[src/rtl/keypad_pkg.sv]
// keypad_pkg: shared types and helpers for the keypad scanner.
// Holds the scan FSM state encoding and a width helper.
package keypad_pkg;

  typedef enum logic [1:0] {
    ST_SCAN,
    ST_DEBOUNCE,
    ST_HOLD,
    ST_RELEASE
  } state_e;

  // Index width that stays at least one bit for single-entry ranges
  function automatic int clog2_min1(input int n);
    return (n <= 1) ? 1 : $clog2(n);
  endfunction

endpackage

[src/rtl/row_sequencer.sv]
// row_sequencer: one-hot ring driving the keypad rows.
// Steps to the next row on advance_i, wrapping to row 0.
module row_sequencer
  import keypad_pkg::*;
#(
  parameter  int NUM_ROWS = 4,
  localparam int RW       = clog2_min1(NUM_ROWS)
) (
  input  logic                clk_i,
  input  logic                rst_i,
  input  logic                advance_i,
  output logic [RW-1:0]       idx_o,
  output logic [NUM_ROWS-1:0] row_o
);

  logic [RW-1:0]       idx_q, idx_d;
  logic [NUM_ROWS-1:0] row_q, row_d;

  // Next row: rotate the one-hot and bump the index together
  always_comb begin
    idx_d = idx_q;
    row_d = row_q;
    if (advance_i) begin
      if (idx_q == RW'(NUM_ROWS - 1)) begin
        idx_d = '0;
      end else begin
        idx_d = idx_q + RW'(1);
      end
      row_d = {row_q[NUM_ROWS-2:0], row_q[NUM_ROWS-1]};
    end
  end

  // Row register, reset to row 0 so the drive is never all-zero
  always_ff @(posedge clk_i or posedge rst_i) begin
    if (rst_i) begin
      idx_q <= '0;
      row_q <= NUM_ROWS'(1);
    end else begin
      idx_q <= idx_d;
      row_q <= row_d;
    end
  end

  assign idx_o = idx_q;
  assign row_o = row_q;

endmodule

[src/rtl/keypad_scanner.sv]
// keypad_scanner: matrix keypad scan, debounce and key encoding.
// One key at a time; code = row * NUM_COLS + col.
module keypad_scanner
  import keypad_pkg::*;
#(
  parameter int NUM_ROWS       = 4,
  parameter int NUM_COLS       = 4,
  parameter int DEBOUNCE_SCANS = 4,
  parameter int SYNC_STAGES    = 2
) (
  input  logic                                  clk_div,
  input  logic                                  rst,
  input  logic                                  scan_tick,
  input  logic [NUM_COLS-1:0]                   col,
  output logic [NUM_ROWS-1:0]                   row,
  output logic [$clog2(NUM_ROWS*NUM_COLS)-1:0]  key_code,
  output logic                                  key_valid,
  output logic                                  key_down
);

  localparam int RW  = clog2_min1(NUM_ROWS);
  localparam int CCW = clog2_min1(NUM_COLS);
  localparam int CW  = $clog2(NUM_ROWS * NUM_COLS);
  localparam int NW  = $clog2(DEBOUNCE_SCANS + 1);

  localparam logic [NW-1:0] CNT_ONE  = NW'(1);
  localparam logic [NW-1:0] CNT_DONE = NW'(DEBOUNCE_SCANS);

  logic [NUM_COLS-1:0] sync_q [SYNC_STAGES];
  logic [NUM_COLS-1:0] col_s;

  state_e        state_q, state_d;
  logic [NW-1:0] cnt_q, cnt_d;
  logic [CCW-1:0] cand_q, cand_d;
  logic [CW-1:0] code_q, code_d;
  logic          valid_q, valid_d;
  logic          down_q, down_d;

  logic          adv;
  logic [RW-1:0] row_idx;

  logic [CCW-1:0]      hit_c;
  logic                col_one;
  logic [NUM_COLS-1:0] cand_mask;
  logic                cand_hit;
  logic [NW-1:0]       cnt_inc;
  logic [CW-1:0]       code_hit;
  logic [CW-1:0]       code_cand;

  // Column synchroniser chain for the asynchronous returns
  always_ff @(posedge clk_div or posedge rst) begin
    if (rst) begin
      for (int i = 0; i < SYNC_STAGES; i++) begin
        sync_q[i] <= '0;
      end
    end else begin
      sync_q[0] <= col;
      for (int i = 1; i < SYNC_STAGES; i++) begin
        sync_q[i] <= sync_q[i-1];
      end
    end
  end

  assign col_s = sync_q[SYNC_STAGES-1];

  row_sequencer #(
    .NUM_ROWS (NUM_ROWS)
  ) u_rows (
    .clk_i     (clk_div),
    .rst_i     (rst),
    .advance_i (adv),
    .idx_o     (row_idx),
    .row_o     (row)
  );

  // Column encoder: index of the set bit, meaningful when one-hot
  always_comb begin
    hit_c = '0;
    for (int i = 0; i < NUM_COLS; i++) begin
      if (col_s[i]) begin
        hit_c = CCW'(i);
      end
    end
  end

  assign col_one   = ($countones(col_s) == 1);
  assign cand_mask = NUM_COLS'(1) << cand_q;
  assign cand_hit  = |(col_s & cand_mask);
  assign cnt_inc   = cnt_q + CNT_ONE;
  assign code_hit  = CW'(int'(row_idx) * NUM_COLS + int'(hit_c));
  assign code_cand = CW'(int'(row_idx) * NUM_COLS + int'(cand_q));

  // Scan FSM: only tick cycles move state; valid drops after one cycle
  always_comb begin
    state_d = state_q;
    cnt_d   = cnt_q;
    cand_d  = cand_q;
    code_d  = code_q;
    valid_d = 1'b0;
    down_d  = down_q;
    adv     = 1'b0;
    if (scan_tick) begin
      unique case (state_q)
        ST_SCAN: begin
          if (col_one) begin
            cand_d = hit_c;
            if (CNT_ONE == CNT_DONE) begin
              state_d = ST_HOLD;
              cnt_d   = '0;
              code_d  = code_hit;
              valid_d = 1'b1;
              down_d  = 1'b1;
            end else begin
              state_d = ST_DEBOUNCE;
              cnt_d   = CNT_ONE;
            end
          end else begin
            adv = 1'b1;
          end
        end
        ST_DEBOUNCE: begin
          if (col_s == cand_mask) begin
            if (cnt_inc == CNT_DONE) begin
              state_d = ST_HOLD;
              cnt_d   = '0;
              code_d  = code_cand;
              valid_d = 1'b1;
              down_d  = 1'b1;
            end else begin
              cnt_d = cnt_inc;
            end
          end else begin
            state_d = ST_SCAN;
            cnt_d   = '0;
            adv     = 1'b1;
          end
        end
        ST_HOLD: begin
          if (!cand_hit) begin
            if (CNT_ONE == CNT_DONE) begin
              state_d = ST_SCAN;
              cnt_d   = '0;
              down_d  = 1'b0;
              adv     = 1'b1;
            end else begin
              state_d = ST_RELEASE;
              cnt_d   = CNT_ONE;
            end
          end
        end
        ST_RELEASE: begin
          if (cand_hit) begin
            state_d = ST_HOLD;
            cnt_d   = '0;
          end else if (cnt_inc == CNT_DONE) begin
            state_d = ST_SCAN;
            cnt_d   = '0;
            down_d  = 1'b0;
            adv     = 1'b1;
          end else begin
            cnt_d = cnt_inc;
          end
        end
        default: begin
          state_d = ST_SCAN;
          cnt_d   = '0;
        end
      endcase
    end
  end

  // FSM, counter and output registers
  always_ff @(posedge clk_div or posedge rst) begin
    if (rst) begin
      state_q <= ST_SCAN;
      cnt_q   <= '0;
      cand_q  <= '0;
      code_q  <= '0;
      valid_q <= 1'b0;
      down_q  <= 1'b0;
    end else begin
      state_q <= state_d;
      cnt_q   <= cnt_d;
      cand_q  <= cand_d;
      code_q  <= code_d;
      valid_q <= valid_d;
      down_q  <= down_d;
    end
  end

  assign key_code  = code_q;
  assign key_valid = valid_q;
  assign key_down  = down_q;

endmodule

[config.mk]
export PLATFORM = sky130hd
export DESIGN_NAME = keypad_scanner
export DESIGN_NICKNAME = d
export VERILOG_FILES = /design/src/rtl/keypad_pkg.sv /design/src/rtl/row_sequencer.sv /design/src/rtl/keypad_scanner.sv
export SDC_FILE = /design/constraint.sdc
export NUM_CORES = 1
export LEC_CHECK = 0
export ABC_AREA = 1
export BUFFER_PORTS_ARGS = -buffer_cell sky130_fd_sc_hd__buf_2
export CAP_MARGIN = 15
export CELL_PAD_IN_SITES_DETAIL_PLACEMENT = 0
export CELL_PAD_IN_SITES_GLOBAL_PLACEMENT = 1
export CORE_ASPECT_RATIO = 0.6
export CORE_UTILIZATION = 45
export CTS_BUF_LIST = sky130_fd_sc_hd__clkbuf_8 sky130_fd_sc_hd__clkbuf_16
export CTS_CLUSTER_SIZE = 25
export DETAILED_ROUTE_END_ITERATION = 10
export PLACE_DENSITY = 0.9
export SYNTH_ARGS = -nofsm -noshare
export SYNTH_HDL_FRONTEND = slang
export SYNTH_SLANG_ARGS = --single-unit
[constraint.sdc]
create_clock -name clk_div -period 3 [get_ports clk_div]
set_input_delay 0.3 -clock clk_div [delete_from_list [all_inputs] [get_ports clk_div]]
set_output_delay 0.3 -clock clk_div [all_outputs]
set_load 0.02 [all_outputs]
---- Yosys cells after proc, flatten, opt, wreduce, memory -nomap -nowiden ----
Index checks and enable logic that the tools add are counted.
word-level totals
  bits in registers ....................... 27
  input port bits ......................... 7
  output and inout bits ................... 10
  word-level logic and storage cells ...... 72
cells by class
  $add $sub $neg .......................... 6
  equality and inequality tests ........... 15
  shift-type cells ........................ 1
  muxes and demuxes ....................... 31
  bitwise operators ....................... 1
  reduce and logical (&&, ||, !) cells .... 8
operator list
  kind                                                               count
  2-bit 2-to-1 mux                                                   9
  3-bit 2-to-1 mux                                                   5
  1-bit 2-to-1 mux                                                   13
  2-bit != test, second input constant                               6
  3-bit one-hot mux with 4 select lines                              1
  2-bit one-hot mux with 4 select lines                              1
  2-bit == test, second input constant                               3
  3-bit != test, second input constant                               2
  3-bit AND reduction                                                2
  6-bit AND reduction                                                1
  5-bit AND reduction                                                1
  1-bit by 1-bit adder with 2-bit output                             2
  4-bit by 2-bit adder with 4-bit output                             1
  4-bit bitwise AND                                                  1
  4-bit == test                                                      1
  4-bit AND reduction                                                1
  4-bit OR reduction                                                 1
  1-bit by 2-bit << shifter with 4-bit output, first input constant  1
  2-bit by 2-bit adder with 3-bit output                             1
  3-bit by 1-bit adder with 3-bit output, second input constant      1
  3-bit by 1-bit == test with 1-bit output, second input constant    1
  3-bit == test, second input constant                               1
  1-bit one-hot mux with 3 select lines                              1
  2-bit by 1-bit adder with 2-bit output, second input constant      1
  other kinds (4)                                                    4

---- Longest topological paths before layout ----
  depth in word-level cells ............... 6
  depth in mapped cells ................... 14
  depth with buffers taken out ............ 14

---- Hierarchy ----
A second synthesis with hierarchy kept.
second synthesis, totals
  cell total of the unflattened synthesis .. 154
  area, all modules ....................... 1330.0 um^2
modules (own cells, without submodules)
  module          instances  cells each  area an instance (um^2)  seq. area each (um^2)
  keypad_scanner  1          127         1088.5                   525.5
  row_sequencer   1          27          241.5                    151.4

---- Worst setup path before layout ----
No wires, ideal clock.
  path type ............................... register to register
  start ................................... reg sync_q, in the netlist col_s[0]
  end ..................................... reg state_q[0]
  setup time .............................. 0.117 ns
  data arrival time ....................... 1.942 ns
  data required time ...................... 2.883 ns
  setup slack ............................. 0.941 ns
  stages on the path, launching flop included .. 14
  buffers on the path ..................... 0
  period minus slack after synthesis ...... 2.059 ns
  path through ............................ dfrtp_1 > inv_1 > fa_1 > inv_1 > ha_1 > ha_1 > inv_1 > nand3_1 > nand2_1 > nand2_1 > nor2_4 > nand2_1 > nand2_1 > nand2_1
on the way
  longest elaborated chain between the ends .. 5
  elaborated cells between the ends (all ways) .. 14
  classes of those cells .................. add/sub (2); eq/ne (6); mux (3); bitwise (1); reduce/logical (2)
ends and longest elaborated chain
  element                                                       line                   RTL
  from (decl)                                                   keypad_scanner.sv:29   logic [NUM_COLS-1:0] sync_q [SYNC_STAGES];
  from (signal, indexed assignment)                             keypad_scanner.sv:59   sync_q[i] <= sync_q[i-1];
  1-bit by 1-bit adder with 2-bit output (implied by the code)  keypad_scanner.sv:86   assign col_one = ($countones(col_s) == 1);
  2-bit by 2-bit adder with 3-bit output (implied by the code)  keypad_scanner.sv:86
  3-bit by 1-bit == test with 1-bit output                      keypad_scanner.sv:86
  2-bit != test (no line)                                       -
  5-bit AND reduction (no line)                                 -
  to (signal assigned)                                          keypad_scanner.sv:182  state_q <= state_d;
  to (decl)                                                     keypad_scanner.sv:32   state_e state_q, state_d;
Several ways; a longest one is shown, not always the timed one.
A chain may end at the register's enable or synchronous reset.

---- Final worst setup path ----
Same ends and word-level chain as after synthesis.

==> results.py <==
metrics = {
    "layout": {
        "final_cell_count_no_fill": 218,
        "mostFrequentLayoutCell": "nand2_1",
        "final_cell_mix": "nand2_1 (49), dfrtp_1 (26), inv_1 (19)",
        "diodes": 0,
        "final_util": 0.583,
        "areaGrowthSynthToFinish_pct": 15.5,
        "layout-drive-gt1-share": 0.197,
        "layout.nets": 196,
    },
    "global_routing": {
        "grt_pass1_wl_um": 3880,
        "antenna_found_initial": 0,
        "overflow": 0,
        "grt_pass1_vias": 854,
        "grt_usage": 0.162,
        "grt_max_degree": 28,
    },
    "timing": {
        "finalCritPeriodShare": 0.734,
        "slew-limit-headroom": 0.852,
        "hold_viol": 0,
        "fin_ws_ns": 0.798,
        "tns_ns": 0,
        "setup_violations": 0,
        "max_freq_mhz": 454,
        "fin_crit_ns": 2.20,
        "skew_ns": 0.00214,
        "slew_viol_final": 0,
        "rsz0062_at_grt": "false",
        "tightestPinTransition_ns": 0.221,
    },
    "floorplan": {
        "rows": 14,
        "dieArea_um2": 3220,
        "die_w_um": 72.5,
        "ios": 17,
        "initial_utilization": 0.505,
        "die_h_um": 44.3,
        "core_area_um2": 2660,
    },
    "critical_path": {
        "critPathBufInv": 3,
        "crit_arrival_ns": 2.37,
        "cpPeakStageDelay_ns": 0.52,
        "start_kind": "flop",
        "cp_top_family": "adder cells",
        "cp_common_cell": "nand2_1",
        "cp-end-kind": "flop",
        "worst_ep_required_time_ns": 3.17,
        "cpMaxStageDelayCell": "fa_1",
        "worstPathCellList": "inv_1 > fa_1 > inv_1 > ha_1 > ha_1 > inv_1 > nand3_1 > nand2_1 > nand2_1 > nor2_4 > nand2_1 > nand2_1 > nand2_1",
        "worstSetupPathType": "reg -> reg",
        "crit_fanout": 6,
    },
    "power": {
        "p_comb_frac": 0.337,
        "power.clock.fraction": 0.195,
        "cellLeakagePower_nw": 0.888,
        "powerDensity_nw_per_um2": 650,
        "pwr-share-seq": 0.469,
        "p_sw_uw": 378,
        "intPower_uw": 630,
        "total_power_mw": 1.01,
        "switching_share": 0.375,
        "ir_drop_mv": 0.301,
    },
    "cts": {
        "cts-root-buf": "clkbuf_8",
        "cts_resized": 0,
        "cts.sinks": 27,
        "cts_buffer_depth": 2,
        "clock_latency_ns": 0.27,
        "clk_pin_slew_ns": 0.09,
        "cts_tree": "yes",
        "cts.htree.levels": 1,
        "numCtsBuffers": 3,
    },
    "yosys": {
        "avgSynthCellArea_um2": 8.56,
        "yosys.area.top_type_share": 0.484,
        "netlist_instances": 157,
        "synth_nets": 174,
        "synth_area_leaders": "dfrtp_1 (48%), nand2_1 (14%), ha_1 (8.4%)",
        "yosysUniqueCellTypes": 20,
        "syn_area_um2": 1340,
        "ys.warnings.count": 0,
        "ys_ff_latch": 27,
        "synth_area_leader_cell": "dfrtp_1",
        "seq_area_frac_synth": 0.504,
    },
    "drt": {
        "drc": 0,
        "dr.first_iter.drc_count": 34,
        "wl_um": 2250,
        "firstDrtPassIters": 4,
        "vias": 984,
        "wl_per_cell_um": 10.3,
        "ant_nets": 0,
        "avgViaCountPerCell": 4.51,
    },
    "placement": {
        "gp_congestion": 0.880,
        "portBuffers": 16,
        "pre_cts_ws_ns": 0.791,
        "dp_hpwl_um": 1710,
        "dpl.cell_count": 212,
    },
    "run_status": {
        "run_status": "finished, final reports clean",
    },
    "job": {
        "maxCapViolCount": 0,
    },
    "worst_hold_path": {
        "hold_path.class": "in -> reg",
    },
}
## power groups by stage
| stage | clock network (mW) | registers (mW) | logic [mW] |
|---|---|---|---|
| after floorplan | 0 | 0.467 | 0.280 |
| after detailed placement | 0 | 0.480 | 0.339 |
| after global routing | 0.222 | 0.484 | 0.399 |
| final | 0.196 | 0.473 | 0.340 |
| after global placement | 0 | 0.478 | 0.336 |
| after CTS | 0.210 | 0.473 | 0.340 |
## sequential cells by signal, summed over array words and instances (netlist names)
name	cells
sync_q	4
key_down	1
u_rows.idx_o	2
key_code	4
state_q	2
col_s	4
cnt_q	3
key_valid	1
u_rows.row_o	4
cand_q	2
## per-stage QoR
stage                     area, µm²  hold slack (ns)
after detailed placement       1470            0.337
after global placement         1470            0.334
after floorplan                1340            0.331
after CTS                      1510            0.121
after global routing           1550            0.115
final                          1550            0.133
## cell usage after synthesis
library cell / count
o21ai_1: 5
o21ai_0: 3
inv_1: 18
a21oi_1: 1
buf_2: 1
ha_1: 9
nor2_4: 1
nand2_2: 3
clkinv_2: 1
fa_1: 1
nand3_1: 13
dfstp_2: 1
nand3b_4: 1
dfrtp_1: 26
nor2_2: 1
nand2_4: 1
inv_2: 4
nand2_1: 49
nand3_2: 2
nor2_1: 16
## kinds of logic after synthesis
| logic type | count (synthesis) | synth area share |
|---|---|---|
| buffers and inverters | 24 | 0.0689 |
| flip-flops | 27 | 0.504 |
| AND/OR/NAND/NOR | 87 | 0.295 |
| adder cells (fa/ha/maj) | 10 | 0.0987 |
| AO/OA/AOI/OAI | 9 | 0.0335 |
## worst reg2reg max path, stage by stage (launching register included)
cell	delay, ns
dfrtp_1	0.37
inv_1	0.07
fa_1	0.52
inv_1	0.04
ha_1	0.17
ha_1	0.26
inv_1	0.05
nand3_1	0.08
nand2_1	0.10
nand2_1	0.09
nor2_4	0.14
nand2_1	0.08
nand2_1	0.06
nand2_1	0.05
## routing by layer
metal | global-route usage | vias up | part of all wire
met5 | 0 | - | 0
met4 | 0.0353 | 0 | 0.0040
met3 | 0.0547 | 3 | 0.055
met2 | 0.236 | 22 | 0.39
met1 | 0.236 | 432 | 0.55
li1 | - | 527 | -
## what timing repair did
| item | in CTS | in global routing |
|---|---|---|
| hold buffers | 0 | 1 |
| endpoints found under the hold margin | 0 | 2 |
| setup buffers | 0 | 0 |
## cell type report
type                       instances  area [µm²]
tap                               40        50.0
clock buffer                       3        41.3
multi-input combinational        106         574
timing repair buffer              18         118
clock inverter                     1        3.75
inverter                          23        87.6
fill                             248        1110
sequential                        27         677
## worst paths after layout
kind	from	end	slack, ns	depth (start not counted)
worst max-delay path	col_s[0]	state_q[0]	0.80	13
worst min-delay path	col[2]	sync_q[6]	0.13	1
worst max register to register	col_s[0]	state_q[0]	0.80	13
worst min register to register	sync_q[7]	col_s[3]	0.35	0
max in group asynchronous	rst	u_rows.row_o[0]	2.08	4
min in group asynchronous	rst	key_code[1]	0.47	3
Power figures use the tool's default switching activity.
